**src/rtl/aes128_pkg.sv**
```systemverilog
// Shared AES-128 definitions: key-schedule FSM states, round count,
// round-constant table and the forward S-box lookup.
package aes128_pkg;

  typedef enum logic [1:0] {
    IDLE = 2'd0,
    RUN  = 2'd1,
    DONE = 2'd2
  } aes128_key_st_e;

  localparam logic [3:0] AES128_NR = 4'd10;

  // Forward key-expansion round constants, indexed by round number 1..10.
  localparam logic [7:0] AES128_RCON [1:10] = '{
    8'h01, 8'h02, 8'h04, 8'h08, 8'h10, 8'h20, 8'h40, 8'h80, 8'h1b, 8'h36
  };

  localparam logic [7:0] AES128_SBOX [0:255] = '{
    8'h63, 8'h7c, 8'h77, 8'h7b, 8'hf2, 8'h6b, 8'h6f, 8'hc5, 8'h30, 8'h01, 8'h67, 8'h2b, 8'hfe, 8'hd7, 8'hab, 8'h76,
    8'hca, 8'h82, 8'hc9, 8'h7d, 8'hfa, 8'h59, 8'h47, 8'hf0, 8'had, 8'hd4, 8'ha2, 8'haf, 8'h9c, 8'ha4, 8'h72, 8'hc0,
    8'hb7, 8'hfd, 8'h93, 8'h26, 8'h36, 8'h3f, 8'hf7, 8'hcc, 8'h34, 8'ha5, 8'he5, 8'hf1, 8'h71, 8'hd8, 8'h31, 8'h15,
    8'h04, 8'hc7, 8'h23, 8'hc3, 8'h18, 8'h96, 8'h05, 8'h9a, 8'h07, 8'h12, 8'h80, 8'he2, 8'heb, 8'h27, 8'hb2, 8'h75,
    8'h09, 8'h83, 8'h2c, 8'h1a, 8'h1b, 8'h6e, 8'h5a, 8'ha0, 8'h52, 8'h3b, 8'hd6, 8'hb3, 8'h29, 8'he3, 8'h2f, 8'h84,
    8'h53, 8'hd1, 8'h00, 8'hed, 8'h20, 8'hfc, 8'hb1, 8'h5b, 8'h6a, 8'hcb, 8'hbe, 8'h39, 8'h4a, 8'h4c, 8'h58, 8'hcf,
    8'hd0, 8'hef, 8'haa, 8'hfb, 8'h43, 8'h4d, 8'h33, 8'h85, 8'h45, 8'hf9, 8'h02, 8'h7f, 8'h50, 8'h3c, 8'h9f, 8'ha8,
    8'h51, 8'ha3, 8'h40, 8'h8f, 8'h92, 8'h9d, 8'h38, 8'hf5, 8'hbc, 8'hb6, 8'hda, 8'h21, 8'h10, 8'hff, 8'hf3, 8'hd2,
    8'hcd, 8'h0c, 8'h13, 8'hec, 8'h5f, 8'h97, 8'h44, 8'h17, 8'hc4, 8'ha7, 8'h7e, 8'h3d, 8'h64, 8'h5d, 8'h19, 8'h73,
    8'h60, 8'h81, 8'h4f, 8'hdc, 8'h22, 8'h2a, 8'h90, 8'h88, 8'h46, 8'hee, 8'hb8, 8'h14, 8'hde, 8'h5e, 8'h0b, 8'hdb,
    8'he0, 8'h32, 8'h3a, 8'h0a, 8'h49, 8'h06, 8'h24, 8'h5c, 8'hc2, 8'hd3, 8'hac, 8'h62, 8'h91, 8'h95, 8'he4, 8'h79,
    8'he7, 8'hc8, 8'h37, 8'h6d, 8'h8d, 8'hd5, 8'h4e, 8'ha9, 8'h6c, 8'h56, 8'hf4, 8'hea, 8'h65, 8'h7a, 8'hae, 8'h08,
    8'hba, 8'h78, 8'h25, 8'h2e, 8'h1c, 8'ha6, 8'hb4, 8'hc6, 8'he8, 8'hdd, 8'h74, 8'h1f, 8'h4b, 8'hbd, 8'h8b, 8'h8a,
    8'h70, 8'h3e, 8'hb5, 8'h66, 8'h48, 8'h03, 8'hf6, 8'h0e, 8'h61, 8'h35, 8'h57, 8'hb9, 8'h86, 8'hc1, 8'h1d, 8'h9e,
    8'he1, 8'hf8, 8'h98, 8'h11, 8'h69, 8'hd9, 8'h8e, 8'h94, 8'h9b, 8'h1e, 8'h87, 8'he9, 8'hce, 8'h55, 8'h28, 8'hdf,
    8'h8c, 8'ha1, 8'h89, 8'h0d, 8'hbf, 8'he6, 8'h42, 8'h68, 8'h41, 8'h99, 8'h2d, 8'h0f, 8'hb0, 8'h54, 8'hbb, 8'h16
  };

  // Forward AES S-box lookup for one byte.
  function automatic logic [7:0] aes128_sbox(input logic [7:0] b);
    return AES128_SBOX[b];
  endfunction

  // Round-constant word for round n; zero outside 1..10 so a stray counter
  // value can never inject a constant.
  function automatic logic [31:0] aes128_rcon_word(input logic [3:0] n);
    if (n >= 4'd1 && n <= AES128_NR) begin
      return {AES128_RCON[n], 24'h0};
    end
    return 32'h0;
  endfunction

endpackage

```
**src/rtl/aes128_key_last_gen_if.sv**
```systemverilog
// Key-load request and round-key-10 result bundle between the key source,
// this generator and the inverse key expansion stage.
interface aes128_key_last_gen_if;
  logic         key_load;
  logic [127:0] cipher_key;
  logic [127:0] round_key_10;
  logic         key_busy;
  logic         key_ready;

  modport master (
    output key_load, cipher_key,
    input  round_key_10, key_busy, key_ready
  );

  modport slave (
    input  key_load, cipher_key,
    output round_key_10, key_busy, key_ready
  );
endinterface

```
**src/rtl/aes128_key_round.sv**
```systemverilog
// One forward AES-128 key-expansion round, purely combinational:
// t = SubWord(RotWord(w3)) ^ rcon, then a running XOR chain across the words.
module aes128_key_round
  import aes128_pkg::*;
(
  input  logic [127:0] key,
  input  logic [31:0]  rcon,
  output logic [127:0] next_key
);

  logic [31:0] w0, w1, w2, w3;
  logic [31:0] rot_w3;
  logic [31:0] sub_w3;
  logic [31:0] t;
  logic [31:0] n0, n1, n2, n3;

  assign w0 = key[127:96];
  assign w1 = key[95:64];
  assign w2 = key[63:32];
  assign w3 = key[31:0];

  // Rotate left by one byte: the top byte moves to the bottom.
  assign rot_w3 = {w3[23:0], w3[31:24]};

  // One S-box per byte of the rotated word.
  for (genvar i = 0; i < 4; i++) begin : g_sbox
    assign sub_w3[8*i +: 8] = aes128_sbox(rot_w3[8*i +: 8]);
  end

  assign t  = sub_w3 ^ rcon;
  assign n0 = w0 ^ t;
  assign n1 = w1 ^ n0;
  assign n2 = w2 ^ n1;
  assign n3 = w3 ^ n2;

  assign next_key = {n0, n1, n2, n3};

endmodule

```
**src/rtl/aes128_key_last_gen.sv**
```systemverilog
// Iterative forward AES-128 key schedule: loads a cipher key, runs the ten
// expansion rounds one per clock and publishes round key 10 for the inverse
// key expansion stage. The published key only changes when a run completes.
module aes128_key_last_gen
  import aes128_pkg::*;
(
  input  logic                  clk_sys,
  input  logic                  rst_n,
  aes128_key_last_gen_if.slave  bus
);

  aes128_key_st_e state;
  logic [3:0]     rnd_cnt;
  logic [127:0]   work_key;
  logic [127:0]   result;
  logic           busy_q;
  logic           ready_q;
  logic [127:0]   next_key;

  aes128_key_round u_key_round (
    .key      (work_key),
    .rcon     (aes128_rcon_word(rnd_cnt)),
    .next_key (next_key)
  );

  // FSM, round counter, working key and published result; key_load wins in
  // every state so a reload always restarts from the new key.
  always_ff @(posedge clk_sys or negedge rst_n) begin
    if (!rst_n) begin
      // NOTE: result is a plain register, not a memory, so it is reset here
      // and a reset mid-run can never leave a stale key on the output.
      state    <= IDLE;
      rnd_cnt  <= 4'd0;
      work_key <= 128'h0;
      result   <= 128'h0;
      busy_q   <= 1'b0;
      ready_q  <= 1'b0;
    end else if (bus.key_load) begin
      // NOTE: non-blocking assignments, so every register here sees the
      // pre-edge values of the others regardless of statement order.
      work_key <= bus.cipher_key;
      rnd_cnt  <= 4'd1;
      state    <= RUN;
      busy_q   <= 1'b1;
      ready_q  <= 1'b0;
    end else begin
      case (state)
        RUN: begin
          work_key <= next_key;
          if (rnd_cnt == AES128_NR) begin
            result  <= next_key;
            state   <= DONE;
            busy_q  <= 1'b0;
            ready_q <= 1'b1;
          end else begin
            rnd_cnt <= rnd_cnt + 4'd1;
          end
        end
        default: begin
          // IDLE and DONE hold every register until the next key_load.
        end
      endcase
    end
  end

  assign bus.round_key_10 = result;
  assign bus.key_busy     = busy_q;
  assign bus.key_ready    = ready_q;

endmodule

```
**src/flat_wrapper.sv**
```systemverilog
// flat-port wrapper written by rule: the top's interface ports become plain ports
module aes128_key_last_gen_flat import aes128_pkg::*;
  (clk_sys, rst_n, bus_key_load, bus_cipher_key, bus_round_key_10, bus_key_busy, bus_key_ready);
  aes128_key_last_gen_if bus_i ();
  input  logic clk_sys;
  input  logic rst_n;
  input wire logic [$bits(bus_i.key_load)-1:0] bus_key_load;
  input wire logic [$bits(bus_i.cipher_key)-1:0] bus_cipher_key;
  output wire logic [$bits(bus_i.round_key_10)-1:0] bus_round_key_10;
  output wire logic [$bits(bus_i.key_busy)-1:0] bus_key_busy;
  output wire logic [$bits(bus_i.key_ready)-1:0] bus_key_ready;
  assign bus_i.key_load = bus_key_load;
  assign bus_i.cipher_key = bus_cipher_key;
  assign bus_round_key_10 = bus_i.round_key_10;
  assign bus_key_busy = bus_i.key_busy;
  assign bus_key_ready = bus_i.key_ready;
  aes128_key_last_gen u_core (.clk_sys(clk_sys), .rst_n(rst_n), .bus(bus_i));
endmodule
```
**config.mk**
```make
export PLATFORM = sky130hd
export DESIGN_NAME = aes128_key_last_gen_flat
export DESIGN_NICKNAME = d
export VERILOG_FILES = /design/src/rtl/aes128_pkg.sv /design/src/rtl/aes128_key_last_gen_if.sv /design/src/rtl/aes128_key_round.sv /design/src/rtl/aes128_key_last_gen.sv /design/src/flat_wrapper.sv
export SDC_FILE = /design/constraint.sdc
export NUM_CORES = 1
export LEC_CHECK = 0
export CELL_PAD_IN_SITES_DETAIL_PLACEMENT = 1
export CELL_PAD_IN_SITES_GLOBAL_PLACEMENT = 2
export CORE_ASPECT_RATIO = 0.75
export CORE_MARGIN = 4
export CORE_UTILIZATION = 39
export CTS_CLUSTER_DIAMETER = 30
export DETAILED_ROUTE_END_ITERATION = 16
export PLACE_DENSITY = 0.84
export SLEW_MARGIN = 20
export SYNTH_ARGS = -nofsm -noshare
export SYNTH_HDL_FRONTEND = slang
export SYNTH_HIERARCHICAL = 1
export SYNTH_SLANG_ARGS = --single-unit
```
**constraint.sdc**
```tcl
create_clock -name clk_sys -period 8.8 [get_ports clk_sys]
set_clock_uncertainty 0.15 [all_clocks]
set_input_delay 1.76 -clock clk_sys [delete_from_list [all_inputs] [get_ports clk_sys]]
set_output_delay 1.76 -clock clk_sys [all_outputs]
set_load 0.02 [all_outputs]
```
==> impl_metrics.tcl <==
set metrics [dict create \
    status "completed" \
    syn-cell-area_sq_um 27400 \
    h-tree-depth 3 \
    drt-initial-drc-count 3872 \
    die_area_sq_um 74600 \
    fin_crit_sh 0.587 \
    numCtsBuffers 69 \
    required_ns 9.14 \
    hp-class "reg -> reg" \
    critPathArrivalTime_ns 5.51 \
    cts.clk_slew.worst_paths_ns 0.04 \
    die_w_um 314 \
    fin_ws_ns 3.64 \
    synth_area_per_cell_sq_um 8.33 \
    place.gp.congestion 0.990 \
    grt_pass1_wl_mm 193 \
    drc 0 \
    busiest_layer "met1" \
    track_usage 0.335 \
    hpwl_mm 90.1 \
    final_cell_mix "303 x nand2_1, 285 x o21ai_0, 258 x clkdlybuf4s50_1" \
    grt_antenna_before_repair 9 \
    met1_usage 0.490 \
    yosysUniqueCellTypes 98 \
    die_h_um 237 \
    wl_per_cell_um 30.0 \
    io_pins 261 \
    synth_ff_type "dfrtp_1" \
    cts_tree "built" \
    finalHoldViolCount 0 \
    fmax_mhz 194 \
    io_buffers 260 \
    final_area_sq_um 32400 \
    clockBufferDepth 3 \
    num_rows 83 \
    dr.pass1.iters 6 \
    synth_warnings 6 \
    clk_latency_ns 0.60 \
    cts_hold_buf 0 \
    drv_slew 0 \
    via_count 28600 \
    postSynth.asyncResetShare 1.00 \
    cts_sinks 262 \
    crit_type "reg -> reg" \
    postPlaceCellArea_sq_um 30000 \
    rsz0062_at_grt "false" \
    timing.final.crit_period_ns 5.16 \
    cts_resized 0 \
    met2_usage 0.483 \
    finish.utilization 0.470 \
    postRouteAntennaNets 0 \
    via_per_inst 6.59 \
    cap_violations 0 \
    slew_headroom 0.231 \
    ys_seq_area_frac 0.239 \
    grt_overflow 0 \
    root_buffer "clkbuf_16" \
    final_common_cell "nand2_1" \
    grt_pass1_vias 28700 \
    postCtsSetupRepairBufs 0 \
    worstMarginPinSlew_ns 1.15 \
    setup_violations 0 \
    grt_max_degree 152 \
    cp_max_fo 28 \
    final_layout_size_suffix_gt1_frac 0.122 \
    use_met3 0.0946 \
    dp_slack_ns 3.88 \
    synth_seq_cells 262 \
    core_sq_um 69000 \
    area_growth_pct 18.5 \
    diodes 0 \
    initial_core_util 0.397 \
    synth-edff-count 0 \
    endpoint_kind "register" \
    drt_wl_total_mm 130 \
    netlist_instances 3286 \
    fin_nets 3543 \
    tns_ns 0 \
    start_kind "register" \
]
-- state kept, by name (all words and copies together), names as in the netlist --
signal / flops
u_core/state: 2
u_core/bus.round_key_10: 128
u_core/work_key: 128
u_core/rnd_cnt: 4
-- critical path, cell delays in order, from the launching register on --
cell	delay (ns)
dfrtp_1	0.32
buf_4	0.35
clkinv_1	0.46
ha_1	0.81
nor2b_1	0.86
nor3_1	0.10
a2111oi_0	0.46
nor3_1	0.11
a311oi_1	0.55
a311o_2	0.35
xor2_1	0.23
mux2i_1	0.11
o21ai_0	0.19
-- metal layers --
layer | up-vias | routed length [um]
met5 | - | 126
met4 | 18 | 3410
met3 | 268 | 13900
met2 | 1681 | 54200
met1 | 14300 | 58400
li1 | 12300 | -
-- synth_stat cells (all sizes together) (83+ instances only) --
cell type / instances / area [sq um]
mux2i: 155 / 1570
buf: 186 / 1090
nor3: 90 / 450
mux2: 137 / 1910
nor2b: 83 / 519
clkbuf: 163 / 613
o21ai: 286 / 1430
nor2: 137 / 517
dfrtp: 262 / 6560
nand2b: 104 / 651
a21oi: 171 / 863
xnor2: 151 / 1340
xor2: 95 / 832
nand2: 304 / 1140
-- cell type report --
type / count / area (sq um)
Multi-Input combinational cell: 2647 / 19000
Fill cell: 8032 / 36500
Clock inverter: 31 / 425
Tap cell: 935 / 1170
Sequential cell: 262 / 6580
Clock buffer: 94 / 2000
Timing Repair Buffer: 314 / 3030
Inverter: 51 / 191
-- per-stage QoR --
stage | cells | hold WS [ns]
after global placement | 4208 | 0.342
after detailed placement | 4208 | 0.343
final | 4334 | 0.356
after global routing | 4334 | 0.376
after CTS | 4333 | 0.362
after floorplan | 3309 | 0.377
-- worst paths after layout --
kind	start	to	slack [ns]	cells after the start
max	u_core/work_key[16]	u_core/work_key[59]	3.64	12
min	u_core/bus.round_key_10[106]	u_core/bus.round_key_10[106]	0.36	1
max reg2reg	u_core/work_key[16]	u_core/work_key[59]	3.64	12
min reg2reg	u_core/bus.round_key_10[106]	u_core/bus.round_key_10[106]	0.36	1
max in group asynchronous	rst_n	u_core/work_key[19]	5.88	2
min in group asynchronous	rst_n	u_core/work_key[126]	1.12	1
-- logic make-up after synthesis --
kind of cell             Yosys count  share of synthesized area
AO/OA/AOI/OAI                   1029                      0.257
XOR/XNOR                         246                     0.0792
adder cells (fa/ha/maj)           67                     0.0306
buffers and inverters            400                     0.0692
flip-flops                       262                      0.239
multiplexers                     318                      0.148
other                              1                   0.000137
AND/OR/NAND/NOR                  963                      0.176
Power is not shown: default switching activity piles up to over one toggle a cycle in this logic, so the estimate is an artifact.
